File: src/rtl/writeback_port_arbiter.sv
// Round-robin arbiter sharing one register-file write port among NUM_UNITS
// writeback sources; the winner is presented one cycle later as a registered commit.
module writeback_port_arbiter #(
   parameter int NUM_UNITS  = 4,
   parameter int DATA_WIDTH = 32,
   parameter int DEPTH      = 64,
   localparam int AW        = $clog2(DEPTH)
) (
   input  logic                                 clk,
   input  logic                                 rst,
   input  logic                                 init_clear,
   input  logic [NUM_UNITS-1:0]                 unit_valid,
   input  logic [NUM_UNITS-1:0][AW-1:0]         unit_phys_addr,
   input  logic [NUM_UNITS-1:0][DATA_WIDTH-1:0] unit_data,
   output logic [NUM_UNITS-1:0]                 unit_ack,
   output logic                                 commit_valid,
   output logic [AW-1:0]                        commit_phys_addr,
   output logic [DATA_WIDTH-1:0]                commit_data,
   output logic                                 inflight_commit,
   output logic [AW-1:0]                        inflight_commit_addr
);

   localparam int PW = $clog2(NUM_UNITS);

   // Handshake: a unit holds unit_valid/addr/data stable until unit_ack is high in
   // the same cycle; the transfer happens on that edge and a new request may follow.
   logic [PW-1:0]        ptr;
   logic [NUM_UNITS-1:0] upper_req;
   logic                 hit_hi;
   logic                 hit_lo;
   logic [PW-1:0]        win_hi;
   logic [PW-1:0]        win_lo;
   logic [PW-1:0]        winner;
   logic                 grant_any;
   logic [PW-1:0]        ptr_next;
   logic [AW-1:0]        winner_addr;
   logic [DATA_WIDTH-1:0] winner_data;

   // Two-pass search: requesters at or above ptr first, then wrap to the lowest.
   always_comb begin
      upper_req = '0;
      hit_hi    = 1'b0;
      hit_lo    = 1'b0;
      win_hi    = '0;
      win_lo    = '0;
      for (int j = 0; j < NUM_UNITS; j++) begin
         upper_req[j] = unit_valid[j] && (PW'(j) >= ptr);
      end
      for (int j = 0; j < NUM_UNITS; j++) begin
         if (!hit_hi && upper_req[j]) begin
            hit_hi = 1'b1;
            win_hi = PW'(j);
         end
         if (!hit_lo && unit_valid[j]) begin
            hit_lo = 1'b1;
            win_lo = PW'(j);
         end
      end
   end

   assign winner    = hit_hi ? win_hi : win_lo;
   assign grant_any = (hit_hi | hit_lo) & ~rst & ~init_clear;
   assign unit_ack  = grant_any ? (NUM_UNITS'(1) << winner) : '0;
   assign ptr_next  = (winner == PW'(NUM_UNITS - 1)) ? '0 : winner + PW'(1);

   assign winner_addr = unit_phys_addr[winner];
   assign winner_data = unit_data[winner];

   always_ff @(posedge clk) begin
      if (rst) begin
         ptr              <= '0;
         commit_valid     <= 1'b0;
         commit_phys_addr <= '0;
         commit_data      <= '0;
      end else begin
         if (init_clear) begin
            ptr <= '0;
         end else if (grant_any) begin
            ptr <= ptr_next;
         end
         // Physical register 0 is hardwired: acked, but never written.
         commit_valid <= grant_any & (winner_addr != '0);
         if (grant_any) begin
            commit_phys_addr <= winner_addr;
            commit_data      <= winner_data;
         end
      end
   end

   assign inflight_commit      = commit_valid;
   assign inflight_commit_addr = commit_phys_addr;

endmodule
File: config.mk
export PLATFORM = sky130hd
export DESIGN_NAME = writeback_port_arbiter
export DESIGN_NICKNAME = d
export VERILOG_FILES = /design/src/rtl/writeback_port_arbiter.sv
export SDC_FILE = /design/constraint.sdc
export NUM_CORES = 1
export LEC_CHECK = 0
export BUFFER_PORTS_ARGS = -buffer_cell sky130_fd_sc_hd__buf_2
export CORE_UTILIZATION = 45
export CTS_CLUSTER_DIAMETER = 200
export DETAILED_ROUTE_END_ITERATION = 7
export PLACE_DENSITY = 0.87
export SETUP_SLACK_MARGIN = 0.5
export SYNTH_ARGS = -nofsm -noshare
export SYNTH_HDL_FRONTEND = slang
export SYNTH_SLANG_ARGS = --single-unit
File: constraint.sdc
create_clock -name clk -period 3.3 [get_ports clk]
set_clock_uncertainty 0.1 [all_clocks]
set_input_delay 0.165 -clock clk [delete_from_list [all_inputs] [get_ports clk]]
set_output_delay 0.165 -clock clk [all_outputs]
set_load 0.01 [all_outputs]
---- Word level (Yosys, flattened, before mapping) ----
Cells that the tools add are included.
Widths: inputs -> output; s select.
word-level totals
  flip-flop bits (word level) ............. 41
  output and inout port bits .............. 50
  bits of input ports ..................... 159
operators by class
  bitwise gates (word level) .............. 6
  shift operators ......................... 1
  reduce and logical (&&, ||, !) cells .... 18
  magnitude comparators ................... 5
  $add $sub $neg .......................... 1
  multiplexer cells ....................... 21
  equality and inequality tests ........... 1
operators by type and width
  cell                 count
  $bmux 32 s2          1
  $mux 32              1
  $bmux 6 s2           1
  $mux 2               6
  $logic_and 1x1->1    10
  $mux 1               10
  $logic_not 1->1      6
  $mux 6               1
  $reduce_bool 6->1    1
  $ge 1x2->1 const A   2
  $ge 2x2->1 const A   2
  $mux 4               1
  $shl 1x2->4 const A  1
  $and 1x1->1          3
  $lt 2x3->1 const B   1
  $add 2x1->2 const B  1
  $eq 2x2->1 const B   1
  $not 1->1            2
  $reduce_or 2->1      1
  $or 1x1->1           1

---- Longest topological paths before layout ----
  depth after elaboration ................. 17
  gate-level depth with buffers ........... 10
  mapped depth without buffers ............ 7

---- Worst setup path after synthesis ----
OpenSTA, ideal clock, no wires.
  path type ............................... register -> register
  start point ............................. register ptr[1]
  end point ............................... register ptr[1]
  data arrival time ....................... 1.922 ns
  data required time ...................... 3.069 ns
  library setup time ...................... 0.131 ns
  setup slack ............................. 1.146 ns
  cell stages (with the launch flop) ...... 9
  buffers on the path ..................... 2
  clock period less this slack ............ 2.154 ns
  cells stage by stage .................... dfxtp_1 mux2i_1 nor2_1 nor3_4 clkbuf_1 clkbuf_1 ha_1 mux2i_1 nor3_1
between the ends
  longest elaborated chain between the ends .. 15
  elaborated cells between the ends (all ways) .. 28
  classes of those cells .................. 1 x add/sub; 4 x order compare; 1 x eq/ne; 9 x mux; 3 x bitwise; 10 x reduce/logical
ends and longest elaborated chain
  item                                       line  RTL
  from (decl)                                27    logic [PW-1:0] ptr;
  from (signal assigned)                     79    ptr <= ptr_next;
  $ge 1x2->1                                 47    upper_req[j] = unit_valid[j] && (PW'(j) >= ptr);
  $logic_and 1x1->1                          47
  $mux 1                                     50    if (!hit_hi && upper_req[j]) begin
  $logic_not 1->1                            50
  $logic_and 1x1->1                          50
  $mux 1                                     50
  $logic_not 1->1                            50
  $logic_and 1x1->1                          50
  $mux 1                                     50
  $logic_not 1->1                            50
  $logic_and 1x1->1                          50
  $mux 2 or $mux 1 (tied branches)           50
  $mux 2 *                                   61    assign winner = hit_hi ? win_hi : win_lo;
  $add 2x1->2 or $eq 2x2->1 (tied branches)  64    assign ptr_next = (winner == PW'(NUM_UNITS - 1)) ? '0 : winner + PW'(1);
  $mux 2 *                                   64
  via ptr_next[1]                            35    logic [PW-1:0] ptr_next;
Mark *: on every way through the listed nets, which the timed path passes. The rest lies on a longest branch.
A chain may end at the register's enable or synchronous reset.

---- Worst setup path after layout ----
  start point ............................. register ptr[1]
  end point ............................... output port unit_ack[3]
between the ends
  longest elaborated chain between the ends .. 16
  elaborated cells between the ends (all ways) .. 27
  classes of those cells .................. 4 x order compare; 1 x shift; 9 x mux; 3 x bitwise; 10 x reduce/logical
ends and longest elaborated chain
  item                      line  RTL
  $ge 1x2->1                47
  $logic_and 1x1->1         47
  $mux 1                    50
  $logic_not 1->1           50
  $logic_and 1x1->1         50
  $mux 1                    50
  $logic_not 1->1           50
  $logic_and 1x1->1         50
  $mux 1                    50
  $logic_not 1->1           50
  $logic_and 1x1->1         50
  $mux 1                    50
  $or 1x1->1                62    assign grant_any = (hit_hi | hit_lo) & ~rst & ~init_clear;
  $and 1x1->1 (2 in a row)  62
  $mux 4 *                  63    assign unit_ack = grant_any ? (NUM_UNITS'(1) << winner) : '0;
  to (decl)                 15    output logic [NUM_UNITS-1:0] unit_ack,
Every way passes the cells marked *; elsewhere a longest branch is shown, timed or not.

==> flow_summary_export.csv <==
group,metric,value,unit
clock_network,clock_latency,0.29,ns
worst_hold_path,hold_class,"input port to flip-flop",
cells_and_area,nets,757,
die,num_rows,28,
sta,final_max_slew_viol_count,0,
yosys,synthCells,417,
die,io_pins,209,
cells_and_area,multi_input_area,1853,um2
grt,antenna_found_initial,0,
power_and_ir_drop,vdd.ir_drop.worst,235.6,uV
yosys,synth_mux_area_share,0.6900,%
sta,setup_violations,0,
yosys,synth_fa_ha_area_share,1.725,%
die,die_area,6773,um2
power_and_ir_drop,cellPowerDensity,374.2,nW/um2
place,detailed_place_hpwl,6.661,mm
critical_path,reg2reg_from,"ptr[1]$_SDFFE_PP0P_",
die,design.core.area,6061,um2
sta,hold_viol_final,0,
clock_network,ctsHtreeMaxLevel,2,
place,place_congestion,0.8657,
yosys,yosysTopAreaCell,"dfxtp_1",
yosys,synth_edf_count,0,
drt,via_per_inst,5.243,
drt,drc,0,
sta,final.min_clock_period,2.669,ns
cells_and_area,insertedDiodeCount,0,
grt,grt_max_degree,79,
yosys,synthSimpleGateAreaFrac,41.44,%
cells_and_area,area_growth,36.83,%
critical_path,rr_endpoint,"commit_valid$_SDFF_PP0_",
cells_and_area,fillers,590,
cells_and_area,final_common_cell,"buf_2",
clock_network,cts.sink_count,41,
drt,wl,8.890,mm
yosys,yosys_warnings,0,
yosys,synth_top_family_by_area,"simple AND/OR/NAND/NOR gates",
critical_path,cp-endpoint,"unit_ack[3]",
critical_path,cp-startpoint,"ptr[1]$_SDFFE_PP0P_",
cells_and_area,regArea,820.8,um2
critical_path,cp-start-kind,"flip-flop",
place,post-place-ws,0.6627,ns
clock_network,numCtsBuffers,5,
place,portBuffers,208,
yosys,synth_cell_type_count,33,
grt,grt_pass1_wl,13.17,mm
yosys,synth.top_cell.area_share,28.29,%
yosys,synth_xor_xnor_area_share,0,%
grt,grt_overflow,0,
flow_run,cap_violations,0,
critical_path,path_max_fanout,78,
critical_path,reg2reg_depth,7,
drt,drtIter0Drc,105,
worst_hold_path,whs_path_depth,4,
yosys,syn_area,2902,um2
clock_network,cts-root-buf,"clkbuf_8",
clock_network,clk_pin_slew,0.08,ns
critical_path,cp_data_required_time,3.03,ns
sta,fin_setup_tns,0,ns
sta,slew_headroom,48.68,%
yosys,synth_compound_area_share,19.79,%
critical_path,reg2reg_slack,0.71,ns
clock_network,cts_tree,"yes",
die,die_h,82.30,um
sta,rsz0062_at_grt,"false",
cells_and_area,final_cell_mix,"buf_2 (208), nand2_1 (129), nand3_1 (64)",
sta,max_freq,374.7,MHz
sta,whs,0.1152,ns
cells_and_area,layout-drive-gt1-share,38.15,%
die,initial_core_util,47.87,%
sta,tightest_slew,0.7698,ns
critical_path,endpoint_kind,"output pin",
yosys,synth_area_leaders,"dfxtp_1 (28%), nand2_1 (17%), nand3_1 (11%)",
grt,grt_usage,25.18,%
clock_network,cts_max_path_buffers,2,
drt,vias,3513,
cells_and_area,fin_util,65.50,%
yosys,ys_async_sr_fraction,0,%
drt,postRouteAntennaNets,0,
sta,setup_ws,0.6309,ns
yosys,synth_fp_nets,580,
sta,period_share,80.88,%
drt,wire_per_inst,13.27,um
outcome,status,"finished clean",
power_and_ir_drop,finalPower,1486,uW
grt,first_global_vias,3079,
drt,drt_pre_antenna_iters,4,
yosys,ys_ff_latch,41,
critical_path,worst-setup-path-type,"flip-flop to output pin",
yosys,yosysSeqAreaShare,28.29,%
yosys,synth_area_per_cell,6.958,um2
yosys,synth_ff_type,"dfxtp_1",
critical_path,cp.arrival,2.40,ns
die,die_x,82.30,um
power_and_ir_drop,p_leak,0.002046,uW
[how the worst min path moves through the flow]
stage | slack (ns) | end | from
after floorplan | 0.14 | ptr[1]$_SDFFE_PP0P_ | init_clear
after global placement | 0.28 | ptr[1]$_SDFFE_PP0P_ | init_clear
after detailed placement | 0.28 | ptr[1]$_SDFFE_PP0P_ | init_clear
after CTS | 0.10 | commit_data[21]$_SDFFE_PP0P_ | unit_data[85]
after global routing | 0.11 | commit_data[21]$_SDFFE_PP0P_ | unit_data[21]
final | 0.12 | commit_data[23]$_SDFFE_PP0P_ | unit_data[23]
[power breakdown]
part           switching [uW]  internal [uW]
sequential               28.5            554
combinational             326            265
clock                     162            150
[cell families after synthesis]
| logic type | after synthesis |
|---|---|
| AND/OR/NAND/NOR | 251 |
| AO/OA/AOI/OAI | 70 |
| buffers and inverters | 49 |
| flip-flops | 41 |
| adder cells (fa/ha/maj) | 4 |
| multiplexers | 2 |
[Yosys cell counts (all sizes together), types with 4 or more instances]
cell type / instances
dfxtp: 41
nor3b: 38
a31o: 32
a21boi: 12
buf: 19
a21o: 6
nor2: 8
a211oi: 12
nand3: 64
clkbuf: 27
and2: 5
nand2: 129
ha: 4
[per-stage QoR]
| step | std cells | area (um2) |
|---|---|---|
| after floorplan | 417 | 2902 |
| after global placement | 661 | 3872 |
| after detailed placement | 661 | 3872 |
| after CTS | 670 | 3964 |
| after global routing | 670 | 3970 |
| final | 670 | 3970 |
[flip-flops by register name, summed over array words and instances (netlist names)]
register / count
commit_phys_addr: 6
commit_valid: 1
commit_data: 32
ptr: 2
[critical path, stage by stage, from the launching register on]
cell and delay [ns]:
dfxtp_1 0.36, nand2_1 0.11, a221o_1 0.40, and2_2 0.27, buf_6 0.44, ha_1 0.24
and2_1 0.11, buf_2 0.13
[area by class of cell]
class / count / share of cell area, %
multi-input cells: 327 / 46.68
repair buffers: 216 / 27.89
flip-flops and latches: 41 / 20.67
well taps: 75 / 2.364
clock buffers: 8 / 2.017
inverters: 3 / 0.3782
[metal layers]
metal | wire length, um | vias up | track usage [%]
met5 | 0 | - | 0
met1 | 3482 | 1572 | 26.63
li1 | - | 1794 | -
met3 | 636 | 9 | 5.714
met4 | 121 | 0 | 7.368
met2 | 4649 | 138 | 48.93
[timing repair]
item,CTS,global route
gates resized for setup,1,3
endpoints found under the hold margin,2,0
hold buffers,1,0
setup endpoints to repair,2,5
buffers inserted,0,0
(Power assumes the default switching activity.)
